==> src/rtl/alu_pkg.sv <==
`default_nettype none
// ============================================================================
// Module      : alu_pkg
// Description : Shared opcode constants, FSM encoding and default width for
//               the ALU command sequencer.
// Revision    : 1.0 - initial release
// ============================================================================
package alu_pkg;

    // Default operand/result width of the attached ALU
    localparam int WIDTH_DEFAULT = 8;

    // ALU opcodes; the sequencer passes these through without interpreting them
    localparam logic [2:0] OP_ADD   = 3'b000;
    localparam logic [2:0] OP_SUB   = 3'b001;
    localparam logic [2:0] OP_AND   = 3'b010;
    localparam logic [2:0] OP_OR    = 3'b011;
    localparam logic [2:0] OP_XOR   = 3'b100;
    localparam logic [2:0] OP_CMP   = 3'b101;
    localparam logic [2:0] OP_SHL_A = 3'b110;
    localparam logic [2:0] OP_SHL_B = 3'b111;

    // Sequencer FSM encoding
    typedef enum logic [1:0] {
        ST_IDLE   = 2'd0,
        ST_SETTLE = 2'd1,
        ST_RESP   = 2'd2
    } seq_state_e;

endpackage : alu_pkg
`default_nettype wire

==> src/rtl/alu_settle_counter.sv <==
`default_nettype none
// ============================================================================
// Module      : alu_settle_counter
// Description : Loadable down-counter with a zero flag; times how long the
//               operands are held on the ALU before the result is sampled.
// Revision    : 1.0 - initial release
// ============================================================================
module alu_settle_counter #(
    parameter int COUNT_W = 1
) (
    input  logic               clk,
    input  logic               rst,
    input  logic               load,
    input  logic [COUNT_W-1:0] load_val,
    input  logic               dec,
    output logic               zero
);

    logic [COUNT_W-1:0] cnt_d;
    logic [COUNT_W-1:0] cnt_q;

    // Next count: a load wins over a decrement; the count saturates at zero
    always_comb begin
        cnt_d = cnt_q;
        if (load) begin
            cnt_d = load_val;
        end else if (dec && (cnt_q != '0)) begin
            cnt_d = cnt_q - COUNT_W'(1);
        end
    end

    // Count register
    always_ff @(posedge clk) begin
        if (rst) begin
            cnt_q <= '0;
        end else begin
            cnt_q <= cnt_d;
        end
    end

    assign zero = (cnt_q == '0);

endmodule : alu_settle_counter
`default_nettype wire

==> src/rtl/alu_cmd_sequencer.sv <==
`default_nettype none
// ============================================================================
// Module      : alu_cmd_sequencer
// Description : Accepts ALU commands on a valid/ready channel, drives the
//               operands onto a combinational ALU, holds them for a settle
//               window, then returns the sampled result, flags, opcode and tag
//               on a response valid/ready channel.
// Revision    : 1.0 - initial release
// ============================================================================
module alu_cmd_sequencer
    import alu_pkg::*;
#(
    parameter int WIDTH         = WIDTH_DEFAULT,
    parameter int TAG_W         = 4,
    parameter int SETTLE_CYCLES = 1,
    parameter int CNT_W         = 16
) (
    input  logic             clk,
    input  logic             rst,
    // Command channel
    input  logic             cmd_valid,
    output logic             cmd_ready,
    input  logic [WIDTH-1:0] cmd_a,
    input  logic [WIDTH-1:0] cmd_b,
    input  logic [2:0]       cmd_opcode,
    input  logic [TAG_W-1:0] cmd_tag,
    // ALU datapath
    output logic [WIDTH-1:0] alu_a,
    output logic [WIDTH-1:0] alu_b,
    output logic [2:0]       alu_opcode,
    input  logic [WIDTH-1:0] alu_result,
    input  logic             alu_c_flag,
    input  logic             alu_c_out,
    // Response channel
    output logic             rsp_valid,
    input  logic             rsp_ready,
    output logic [WIDTH-1:0] rsp_result,
    output logic             rsp_c_flag,
    output logic             rsp_c_out,
    output logic [2:0]       rsp_opcode,
    output logic [TAG_W-1:0] rsp_tag,
    // Status
    output logic             busy,
    output logic [CNT_W-1:0] ops_done
);

    // Settle counter width; a window of one cycle still needs one bit
    localparam int               SC_W    = (SETTLE_CYCLES > 1) ? $clog2(SETTLE_CYCLES) : 1;
    localparam logic [SC_W-1:0]  SC_LOAD = SC_W'(SETTLE_CYCLES - 1);

    // A zero-length settle window cannot sample a meaningful result
    generate
        if (SETTLE_CYCLES < 1) begin : g_bad_settle
            $error("alu_cmd_sequencer: SETTLE_CYCLES must be at least 1");
        end
    endgenerate

    seq_state_e       state_d,      state_q;
    logic [WIDTH-1:0] alu_a_d,      alu_a_q;
    logic [WIDTH-1:0] alu_b_d,      alu_b_q;
    logic [2:0]       alu_op_d,     alu_op_q;
    logic [TAG_W-1:0] tag_d,        tag_q;
    logic             rsp_valid_d,  rsp_valid_q;
    logic [WIDTH-1:0] rsp_result_d, rsp_result_q;
    logic             rsp_c_flag_d, rsp_c_flag_q;
    logic             rsp_c_out_d,  rsp_c_out_q;
    logic [2:0]       rsp_op_d,     rsp_op_q;
    logic [TAG_W-1:0] rsp_tag_d,    rsp_tag_q;
    logic [CNT_W-1:0] ops_done_d,   ops_done_q;

    logic cnt_load;
    logic cnt_dec;
    logic cnt_zero;

    alu_settle_counter #(
        .COUNT_W (SC_W)
    ) u_settle_counter (
        .clk      (clk),
        .rst      (rst),
        .load     (cnt_load),
        .load_val (SC_LOAD),
        .dec      (cnt_dec),
        .zero     (cnt_zero)
    );

    // Next-state and datapath capture: every register holds unless its state acts on it
    always_comb begin
        state_d      = state_q;
        alu_a_d      = alu_a_q;
        alu_b_d      = alu_b_q;
        alu_op_d     = alu_op_q;
        tag_d        = tag_q;
        rsp_valid_d  = rsp_valid_q;
        rsp_result_d = rsp_result_q;
        rsp_c_flag_d = rsp_c_flag_q;
        rsp_c_out_d  = rsp_c_out_q;
        rsp_op_d     = rsp_op_q;
        rsp_tag_d    = rsp_tag_q;
        ops_done_d   = ops_done_q;
        cnt_load     = 1'b0;
        cnt_dec      = 1'b0;

        case (state_q)
            ST_IDLE: begin
                if (cmd_valid) begin
                    alu_a_d  = cmd_a;
                    alu_b_d  = cmd_b;
                    alu_op_d = cmd_opcode;
                    tag_d    = cmd_tag;
                    cnt_load = 1'b1;
                    state_d  = ST_SETTLE;
                end
            end
            ST_SETTLE: begin
                if (cnt_zero) begin
                    rsp_result_d = alu_result;
                    rsp_c_flag_d = alu_c_flag;
                    rsp_c_out_d  = alu_c_out;
                    rsp_op_d     = alu_op_q;
                    rsp_tag_d    = tag_q;
                    rsp_valid_d  = 1'b1;
                    state_d      = ST_RESP;
                end else begin
                    cnt_dec = 1'b1;
                end
            end
            ST_RESP: begin
                if (rsp_ready) begin
                    rsp_valid_d = 1'b0;
                    ops_done_d  = ops_done_q + CNT_W'(1);
                    state_d     = ST_IDLE;
                end
            end
            default: begin
                state_d = ST_IDLE;
            end
        endcase
    end

    // State and datapath registers; reset discards any operation in flight
    always_ff @(posedge clk) begin
        if (rst) begin
            state_q      <= ST_IDLE;
            alu_a_q      <= '0;
            alu_b_q      <= '0;
            alu_op_q     <= '0;
            tag_q        <= '0;
            rsp_valid_q  <= 1'b0;
            rsp_result_q <= '0;
            rsp_c_flag_q <= 1'b0;
            rsp_c_out_q  <= 1'b0;
            rsp_op_q     <= '0;
            rsp_tag_q    <= '0;
            ops_done_q   <= '0;
        end else begin
            state_q      <= state_d;
            alu_a_q      <= alu_a_d;
            alu_b_q      <= alu_b_d;
            alu_op_q     <= alu_op_d;
            tag_q        <= tag_d;
            rsp_valid_q  <= rsp_valid_d;
            rsp_result_q <= rsp_result_d;
            rsp_c_flag_q <= rsp_c_flag_d;
            rsp_c_out_q  <= rsp_c_out_d;
            rsp_op_q     <= rsp_op_d;
            rsp_tag_q    <= rsp_tag_d;
            ops_done_q   <= ops_done_d;
        end
    end

    assign cmd_ready  = (state_q == ST_IDLE);
    assign busy       = (state_q != ST_IDLE);
    assign alu_a      = alu_a_q;
    assign alu_b      = alu_b_q;
    assign alu_opcode = alu_op_q;
    assign rsp_valid  = rsp_valid_q;
    assign rsp_result = rsp_result_q;
    assign rsp_c_flag = rsp_c_flag_q;
    assign rsp_c_out  = rsp_c_out_q;
    assign rsp_opcode = rsp_op_q;
    assign rsp_tag    = rsp_tag_q;
    assign ops_done   = ops_done_q;

endmodule : alu_cmd_sequencer
`default_nettype wire

==> config.mk <==
export PLATFORM = sky130hd
export DESIGN_NAME = alu_cmd_sequencer
export DESIGN_NICKNAME = d
export VERILOG_FILES = /design/src/rtl/alu_pkg.sv /design/src/rtl/alu_settle_counter.sv /design/src/rtl/alu_cmd_sequencer.sv
export SDC_FILE = /design/constraint.sdc
export NUM_CORES = 1
export LEC_CHECK = 0
export BUFFER_PORTS_ARGS = -buffer_cell sky130_fd_sc_hd__buf_2
export CAP_MARGIN = 30
export CELL_PAD_IN_SITES_DETAIL_PLACEMENT = 1
export CELL_PAD_IN_SITES_GLOBAL_PLACEMENT = 2
export CORE_UTILIZATION = 23
export CTS_CLUSTER_SIZE = 40
export DETAILED_ROUTE_END_ITERATION = 12
export GPL_ROUTABILITY_DRIVEN = 0
export GPL_TIMING_DRIVEN = 0
export MAX_ROUTING_LAYER = met4
export PLACE_DENSITY = 0.78
export SLEW_MARGIN = 20
export SYNTH_ARGS = -nofsm -noshare
export SYNTH_HDL_FRONTEND = slang
export SYNTH_HIERARCHICAL = 1
export SYNTH_SLANG_ARGS = --single-unit
==> constraint.sdc <==
create_clock -name clk -period 1.4 [get_ports clk]
set_input_delay 0 -clock clk [delete_from_list [all_inputs] [get_ports clk]]
set_output_delay 0 -clock clk [all_outputs]
set_load 0.02 [all_outputs]
==> flow_summary.toml, run 1 <==
[pwr]
finalPower_uw = 4372
vdd_drop_max_uv = 459.2
power_density_nw_per_um2 = 1155
p_leak_uw = 0.001681

[synthesis]
ys_warn_count = 6
async_flop_share = 0
synth.area.top_cells = "dfxtp_1 53%, nand2_1 15%, a21oi_1 10%"
synth_nets = 316
synth_flop_cell = "dfxtp_1"
synth_top_area_frac = 0.5304
synth_area_um2 = 2265
syn_avg_cell_area_um2 = 8.146
yosys.area.top_type = "dfxtp_1"
syn_inst = 278
yosysSeqAreaShare = 0.5304
synth_edf_count = 0
synth.ff_latch_count = 60
ys_types = 34

[timing]
fin_crit_sh = 1.019
whs_ns = 0.2093
slew_violations = 0
min_period_ns = 1.427
fin_tns_setup_ns = -0.05333
setup_viol_count_final = 3
tightestPinTransition_ns = 0.5759
rsz0062_at_grt = "yes"
max_freq_mhz = 700.6
relSlewSlack = 0.6161
skew_ns = 0.008557
setup_ws_ns = -0.02727
hold_violations = 0

[detailed_routing]
via_per_inst = 4.367
antenna_left = 0
wirelength_um = 7581
dr.pass1.iters = 4
vias = 2472
drc = 0
wire_per_inst_um = 13.39
drt-initial-drc-count = 46

[worst_setup_path]
arrival_ns = 1.64
crit_path_start_kind = "flip-flop"
cp_cell_sequence = "and4_4 -> nand4_1 -> nor3_2 -> mux2_4"
path_max_fanout = 3
worstSetupEndpointType = "flip-flop"
crit_buf_inv = 0
critical_path_class = "reg -> reg"
critPathTopFamily = "simple AND/OR/NAND/NOR gates"
max_stage_delay_ns = 0.37
rr_startpoint = "ops_done[5]"
crit_required_ns = 1.62
crit_start = "ops_done[5]"
cpMaxStageDelayCell = "dfxtp_4"

[finish]
seq_area_um2 = 1250
diodes = 0
multi_input_area_um2 = 1079
area_growth_pct = 67.07
drive_above_1_share = 0.3776
nNetsFinal = 470
n_fill_cell = 1155
final_util = 0.4037

[global_route]
grt_pass1_vias = 2445
grt_pass1_wl_um = 12030
grt_overflow = 0
grt_max_degree = 18
track_usage = 0.1574
antenna_found_initial = 0

[die]
coreArea_um2 = 9371
fp.dieW_um = 101.2
fp.dieH_um = 101.2
design.portCount = 92
num_rows = 35
dieArea_um2 = 10250
initial_core_util = 0.2417

[clock_tree]
worstSkewPairLatency_ns = 0.33
cts.sinks = 60
cts_tree = "built"
root_buffer = "clkbuf_8"
htreeDepth = 3
ctsLongestPathBuffers = 2
clk_pin_slew_ns = 0.07
cts_buffers = 9

[hold_path]
hold_path_class = "in -> reg"
hold_start = "rst"

[placed_design]
hpwl_um = 4740
port_buffers = 91
place_ws_ns = -0.2673

[run_status]
outcome = "finished, violations left"
violations = "setup timing"

[run]
drv_cap = 0
==> placed cells by master (no fill, tap or decap), drive strengths merged <==
| cell type | count |
|---|---|
| clkbuf | 22 |
| nand4 | 6 |
| nor2b | 2 |
| and4 | 1 |
| or3b | 1 |
| nand3b | 1 |
| nor4 | 1 |
| nor3 | 3 |
| nand4b | 1 |
| dlygate4sd3 | 36 |
| xnor2 | 4 |
| nand3 | 4 |
| buf | 113 |
| a21oi | 47 |
| and3 | 1 |
| and2 | 2 |
| o41ai | 1 |
| conb | 1 |
| or3 | 6 |
| nor3b | 1 |
| o21ai | 6 |
| mux2i | 1 |
| inv | 3 |
| and3b | 1 |
| nand2 | 88 |
| mux2 | 1 |
| ha | 1 |
| nor2 | 14 |
| bufinv | 3 |
| dfxtp | 60 |
| xor2 | 5 |
==> synthesized netlist by cell type, types with 2 or more instances <==
cell type,count
nand2_1,88
and2_1,2
nor2b_1,2
or3_1,4
buf_2,2
nand3_1,4
xnor2_1,4
xor2_1,5
inv_1,2
a21oi_1,47
dfxtp_1,60
clkbuf_1,12
nor3_1,3
nand4_1,5
o21ai_0,6
nor2_1,14
==> stage by stage <==
stage                     area, µm²  cells
after global routing           3784    566
after floorplan                2326    278
after CTS                      3716    561
after global placement         2943    498
after detailed placement       2943    498
final                          3784    566
==> registers in the layout (all words and copies together) (netlist names), 2 cells and up <==
register,count
alu_a,8
alu_b,8
alu_opcode,3
ops_done,16
rsp_opcode,3
rsp_result,8
rsp_tag,4
state_q,2
tag_q,4
==> timing repair <==
| item | 4_1_cts | 5_1_grt |
|---|---|---|
| hold endpoints to repair | 36 | 0 |
| pin swaps | 11 | 9 |
| setup endpoints to repair | 43 | 48 |
| setup buffers | 13 | 5 |
| resized for setup | 18 | 13 |
| hold buffers | 36 | 0 |
==> final cells by class <==
class	count	area share
plain buffers	13	0.01786
clock buffers	13	0.04497
clock inverters	3	0.02381
inverters	3	0.002976
multi-input cells	200	0.2851
flip-flops and latches	60	0.3304
well taps	129	0.04266
repair buffers	145	0.2523
==> final timing paths <==
path / end / slack (ns) / cells past startpoint
setup reg to reg: ops_done[11] / -0.03 / 4
hold reg to reg: rsp_result[0] / 0.45 / 2
setup / recovery: ops_done[11] / -0.03 / 4
hold / removal: ops_done[11] / 0.21 / 4
==> cells by family after synthesis <==
| logic type | after synthesis | share of synthesized area |
|---|---|---|
| and+or+nand+nor | 133 | 0.2630 |
| other | 1 | 0.001656 |
| xor gates and xnor gates | 9 | 0.03480 |
| muxes | 2 | 0.009392 |
| DFF | 60 | 0.5304 |
| buffers and inverters | 18 | 0.03094 |
| AOI/OAI and AO/OA | 54 | 0.1243 |
| adders and majority gates | 1 | 0.005524 |
==> power by group <==
group / internal (µW) / switching, µW
Sequential: 1760 / 43.8
Clock: 1340 / 689
Combinational: 228 / 306
Total: 3330 / 1040
==> routing by layer <==
layer,GRT usage,part of all wire,vias to the layer above
met5,-,0,-
met4,0.04459,0.018,0
met3,0.04555,0.039,12
met2,0.2643,0.50,66
met1,0.1825,0.44,1165
li1,-,-,1229
==> worst min-delay path, stage by stage <==
cell      delay, ns
buf_2          0.11
clkbuf_1       0.15
nor2_1         0.11
mux2_4         0.14
(Power assumes the default switching activity.)
==> run 2: changes to the inputs <==
PLACE_DENSITY = 0.7   (was 0.78)
==> run 2 against run 1 <==
Net effect: the run still ends with setup timing left; power down 5.7%; wire length down 1.1%; first-iteration DRC count up 35%; sequential cell count unchanged; setup slack worse by 0.020 ns.
==> flow_summary.toml, run 2 (synthesis gave the netlist of run 1 again) <==
[run_status]
violations = "setup timing"
outcome = "finished, violations left"

[finish]
nNetsFinal = 470
layout_commonest_cell = "buf_2"
drive_above_1_share = 0.3822
final_util = 0.4000
area_growth_pct = 65.53
diodes = 0
largest_reg_flops = 16
final_cell_mix = "91 x buf_2, 85 x nand2_1, 46 x a21oi_1"
fin_area_um2 = 3749

[pwr]
p_sw_uw = 1053
power_density_nw_per_um2 = 1100
p_int_uw = 3069
finalPower_uw = 4122
seqPwrFrac = 0.438
share_comb_of_total_power = 0.130
clkPwrFrac = 0.432
vdd_drop_max_uv = 394.9
p_leak_uw = 0.001649
swShare = 0.2554

[global_route]
grt_overflow = 0
track_usage = 0.1525
grt_pass1_wl_um = 11470
grt_pass1_vias = 2322
grt_max_degree = 18
antenna_found_initial = 0

[detailed_routing]
via_per_inst = 4.304
vias = 2436
antenna_left = 0
drc = 0
wirelength_um = 7495
wire_per_inst_um = 13.24
drt-initial-drc-count = 62
dr.pass1.iters = 4

[timing]
max_freq_mhz = 690.7
relSlewSlack = 0.5946
min_period_ns = 1.448
skew_ns = 0.009566
rsz0062_at_grt = "yes"
slew_violations = 0
setup_viol_count_final = 4
hold_violations = 0
setup_ws_ns = -0.04771
fin_tns_setup_ns = -0.1447
fin_crit_sh = 1.034
tightestPinTransition_ns = 0.6080

[hold_path]
worstHoldPathCells = 4
hold_start = "cmd_valid"
hold_path_class = "in -> reg"
min_to = "alu_b[7]"

[clock_tree]
worstSkewPairLatency_ns = 0.34
cts_buffers = 9
ctsLongestPathBuffers = 2
htreeDepth = 3
root_buffer = "clkbuf_8"
cts.sinks = 60
clk_pin_slew_ns = 0.07
cts_tree = "built"

[die]
fp.dieW_um = 101.2
coreArea_um2 = 9371
fp.dieH_um = 101.2
num_rows = 35
initial_core_util = 0.2417
dieArea_um2 = 10250
design.portCount = 92

[worst_setup_path]
crit_required_ns = 1.66
reg2regPathDepth = 4
critical_path_class = "reg -> reg"
arrival_ns = 1.71
crit_path_start_kind = "flip-flop"
worstSetupEndpointType = "flip-flop"
path_max_fanout = 6
rr_startpoint = "ops_done[2]"
r2r_setup_slack_ns = -0.05
regToRegEndpoint = "ops_done[14]"

[placed_design]
placed_area_um2 = 2943
hpwl_um = 4789
port_buffers = 91
place_ws_ns = -0.2272

[run]
drv_cap = 0
## run 2: layout make-up
cell class / count / area, µm²
clock buffers: 14 / 193.9
repair buffers: 145 / 952.2
fillers: 1174 / 5623
well taps: 129 / 161.4
clock inverters: 2 / 37.54
inverters: 3 / 11.26
flip-flops and latches: 60 / 1250
plain buffers: 13 / 70.07
multi-input cells: 200 / 1072
## run 2: worst max-delay path by stage
stage	endpoint	startpoint	cells past startpoint	slack, ns
after global placement	ops_done[12]	ops_done[0]	5	-0.22
final	ops_done[14]	ops_done[2]	4	-0.05
after floorplan	ops_done[6]	ops_done[0]	4	-0.05
after global routing	ops_done[11]	state_q[0]	5	-0.11
after CTS	ops_done[14]	ops_done[8]	4	-0.04
after detailed placement	rsp_tag[1]	u_settle_counter/cnt_q	7	-0.23
## run 2: metal layers
metal | GRT usage | part of all wire
met3 | 0.04141 | 0.039
met4 | 0.05017 | 0.013
met5 | - | 0
met1 | 0.1897 | 0.47
met2 | 0.2386 | 0.48
## run 2: critical path, cell delays in order, from the launching register on
cell     delay [ns]
dfxtp_4        0.37
nand4_4        0.13
or3_4          0.42
or3_1          0.33
a21oi_1        0.12
## run 2: stage by stage
| step | instances | hold slack [ns] |
|---|---|---|
| 5_1_grt | 566 | 0.04621 |
| 3_3_place_gp | 498 | 0.2257 |
| 3_5_place_dp | 498 | 0.2292 |
| 2_1_floorplan | 278 | 0.09960 |
| 4_1_cts | 559 | 0.007367 |
| 6_report | 566 | 0.01459 |
## run 2: repair_timing
item,CTS,global route
hold buffers,35,0
resized for setup,15,14
setup buffers,12,8
setup endpoints to repair,42,49
hold endpoints to repair,36,0
pin swaps,10,10
## run 2: power groups by stage
stage          sequential (µW)  clock (µW)  combinational [µW]
3_3_place_gp              1840           0                 441
3_5_place_dp              1850           0                 446
4_1_cts                   1810        1850                 528
5_1_grt                   1820        1930                 589
6_report                  1810        1780                 537
2_1_floorplan             1910           0                 189
==> run 3: changes to the inputs <==
PLACE_DENSITY = 0.69   (was 0.7)
SYNTH_HIERARCHICAL = unset   (was 1)
==> run 3 against run 2 <==
Net effect: the flow still finishes with violations (setup timing); fmax fell by 13%; die area up 1.7%; clock power fell by 18%; critical endpoint is now ops_done[15]; via count rose by 0.74%.
==> flow_summary.toml, run 3 <==
[run_status]
outcome = "finished, violations left"
violations = "setup timing"

[worst_setup_path]
path_max_fanout = 5
critical_path_class = "reg -> reg"
arrival_ns = 1.89
crit_required_ns = 1.62
regToRegEndpoint = "ops_done[15]"
crit_path_start_kind = "flip-flop"
worstSetupEndpointType = "flip-flop"
reg2regPathDepth = 5
r2r_setup_slack_ns = -0.27
rr_startpoint = "state_q[0]"

[hold_path]
worstHoldPathCells = 4
hold_start = "rsp_ready"
hold_path_class = "in -> reg"
min_to = "rsp_valid"

[synthesis]
yosysSeqAreaShare = 0.5212
synth_top_area_frac = 0.5212
synth_flop_cell = "dfxtp_1"
synth_area_um2 = 2305
synth_nets = 319
syn_avg_cell_area_um2 = 8.202
synth.area.top_cells = "dfxtp_1 52%, nand2_1 14%, a21oi_1 10%"
yosysMostFrequentCell = "nand2_1"
synth.ff_latch_count = 60
synth_common_cells = "87 x nand2_1, 60 x dfxtp_1, 46 x a21oi_1"
yosys.area.top_type = "dfxtp_1"
ys_warn_count = 0
ys_types = 33
async_flop_share = 0
syn_inst = 281
synth_edf_count = 0

[global_route]
grt_max_degree = 12
grt_overflow = 0
grt_pass1_wl_um = 11720
antenna_found_initial = 0
grt_pass1_vias = 2517
track_usage = 0.1513

[clock_tree]
htreeDepth = 3
worstSkewPairLatency_ns = 0.34
clk_pin_slew_ns = 0.07
cts_buffers = 9
ctsLongestPathBuffers = 2
cts_tree = "built"
cts.sinks = 60
root_buffer = "clkbuf_8"

[run]
drv_cap = 0

[timing]
max_freq_mhz = 599.3
setup_viol_count_final = 25
slew_violations = 0
hold_violations = 0
fin_tns_setup_ns = -2.980
min_period_ns = 1.669
tightestPinTransition_ns = 0.5657
relSlewSlack = 0.6229
fin_crit_sh = 1.192
setup_ws_ns = -0.2685
whs_ns = 0.07152
skew_ns = 0.009240
rsz0062_at_grt = "yes"

[die]
fp.dieW_um = 102.1
fp.dieH_um = 102.1
design.portCount = 92
num_rows = 36
dieArea_um2 = 10420
initial_core_util = 0.2369
coreArea_um2 = 9729

[detailed_routing]
wirelength_um = 7239
via_per_inst = 4.305
antenna_left = 0
wire_per_inst_um = 12.70
dr.pass1.iters = 4
drc = 0
drt-initial-drc-count = 34
vias = 2454

[finish]
seq_area_um2 = 1227
area_growth_pct = 60.86
drive_above_1_share = 0.3478
multi_input_area_um2 = 1087
nNetsFinal = 470
final_cell_mix = "90 x buf_2, 86 x nand2_1, 51 x dfxtp_1"
layout_commonest_cell = "buf_2"
largest_reg_flops = 16
n_fill_cell = 1203
diodes = 0

[placed_design]
hpwl_um = 4839
place_ws_ns = -0.4383
port_buffers = 90

[pwr]
p_leak_uw = 0.001663
vdd_drop_max_uv = 549.9
power_density_nw_per_um2 = 1023
==> run 3: cell types whose count changed after synthesis, moves of 2 or more <==
cell and change:
and3_1 +2, o21ai_0 -4, or3_1 -2, inv_1 +2
or4_1 +2, nor2_1 +5, o31ai_1 +2
==> run 3: critical path, cell delays in order (launching register included) <==
cell	delay [ns]
dfxtp_2	0.32
buf_6	0.11
nand4b_4	0.16
or3_4	0.42
nor4_4	0.23
mux2_4	0.32
==> run 3: how the worst max path moves through the flow <==
stage | startpoint | endpoint | slack (ns) | cells past startpoint
finish | state_q[0] | ops_done[15] | -0.27 | 5
global route | state_q[0] | ops_done[15] | -0.32 | 5
CTS | state_q[0] | ops_done[15] | -0.31 | 5
detailed placement | state_q[1] | rsp_c_flag | -0.44 | 5
global placement | state_q[1] | rsp_c_out | -0.43 | 5
floorplan | state_q[0] | ops_done[15] | -0.27 | 5
==> run 3: timing repair <==
item | 4_1_cts | 5_1_grt
endpoints found under the hold margin | 35 | 0
pin swaps | 9 | 7
gates resized for setup | 15 | 10
gates cloned | 0 | 0
hold buffers | 34 | 0
endpoints found under the setup margin | 36 | 43
buffers inserted | 14 | 2
==> run 3: final cells by class <==
type,instances,area share
sequential,60,0.3311
multi-input combinational,200,0.2933
timing repair buffer,140,0.2487
tap,133,0.04489
clock buffer,10,0.04016
buffer,17,0.02767
clock inverter,6,0.01012
inverter,4,0.004050
==> run 3: cells by family (layout without fill, tap and decap cells) <==
kind of cell	after synthesis	count (layout)	share of synthesized area
muxes	4	4	0.01846
AOI/OAI and AO/OA	51	51	0.1145
buffers and inverters	21	177	0.04071
DFF	60	60	0.5212
xor gates and xnor gates	9	9	0.03420
and+or+nand+nor	135	135	0.2655
adders and majority gates	1	1	0.005428
==> run 3: per-layer routing <==
metal / vias up / global-route usage / share of wire
met5: - / - / 0
met4: 0 / 0.03956 / 0.0068
met3: 4 / 0.05198 / 0.056
met2: 61 / 0.2555 / 0.48
met1: 1156 / 0.1702 / 0.46
li1: 1233 / - / -
==> run 3: per-stage QoR <==
| step | util | instance area, µm² | instances | power (µW) |
|---|---|---|---|---|
| 2_1_floorplan | - | 2359 | 281 | 2095 |
| 3_3_place_gp | 0.3058 | 2975 | 504 | 2272 |
| 3_5_place_dp | 0.3058 | 2975 | 504 | 2280 |
| 4_1_cts | 0.3760 | 3659 | 568 | 3848 |
| 5_1_grt | 0.3810 | 3707 | 570 | 3998 |
| 6_report | 0.3810 | 3707 | 570 | 3794 |
==> run 3: report_power, final <==
group	internal (µW)	switching (µW)
Clock	739	717
Sequential	1770	37.8
Combinational	239	296
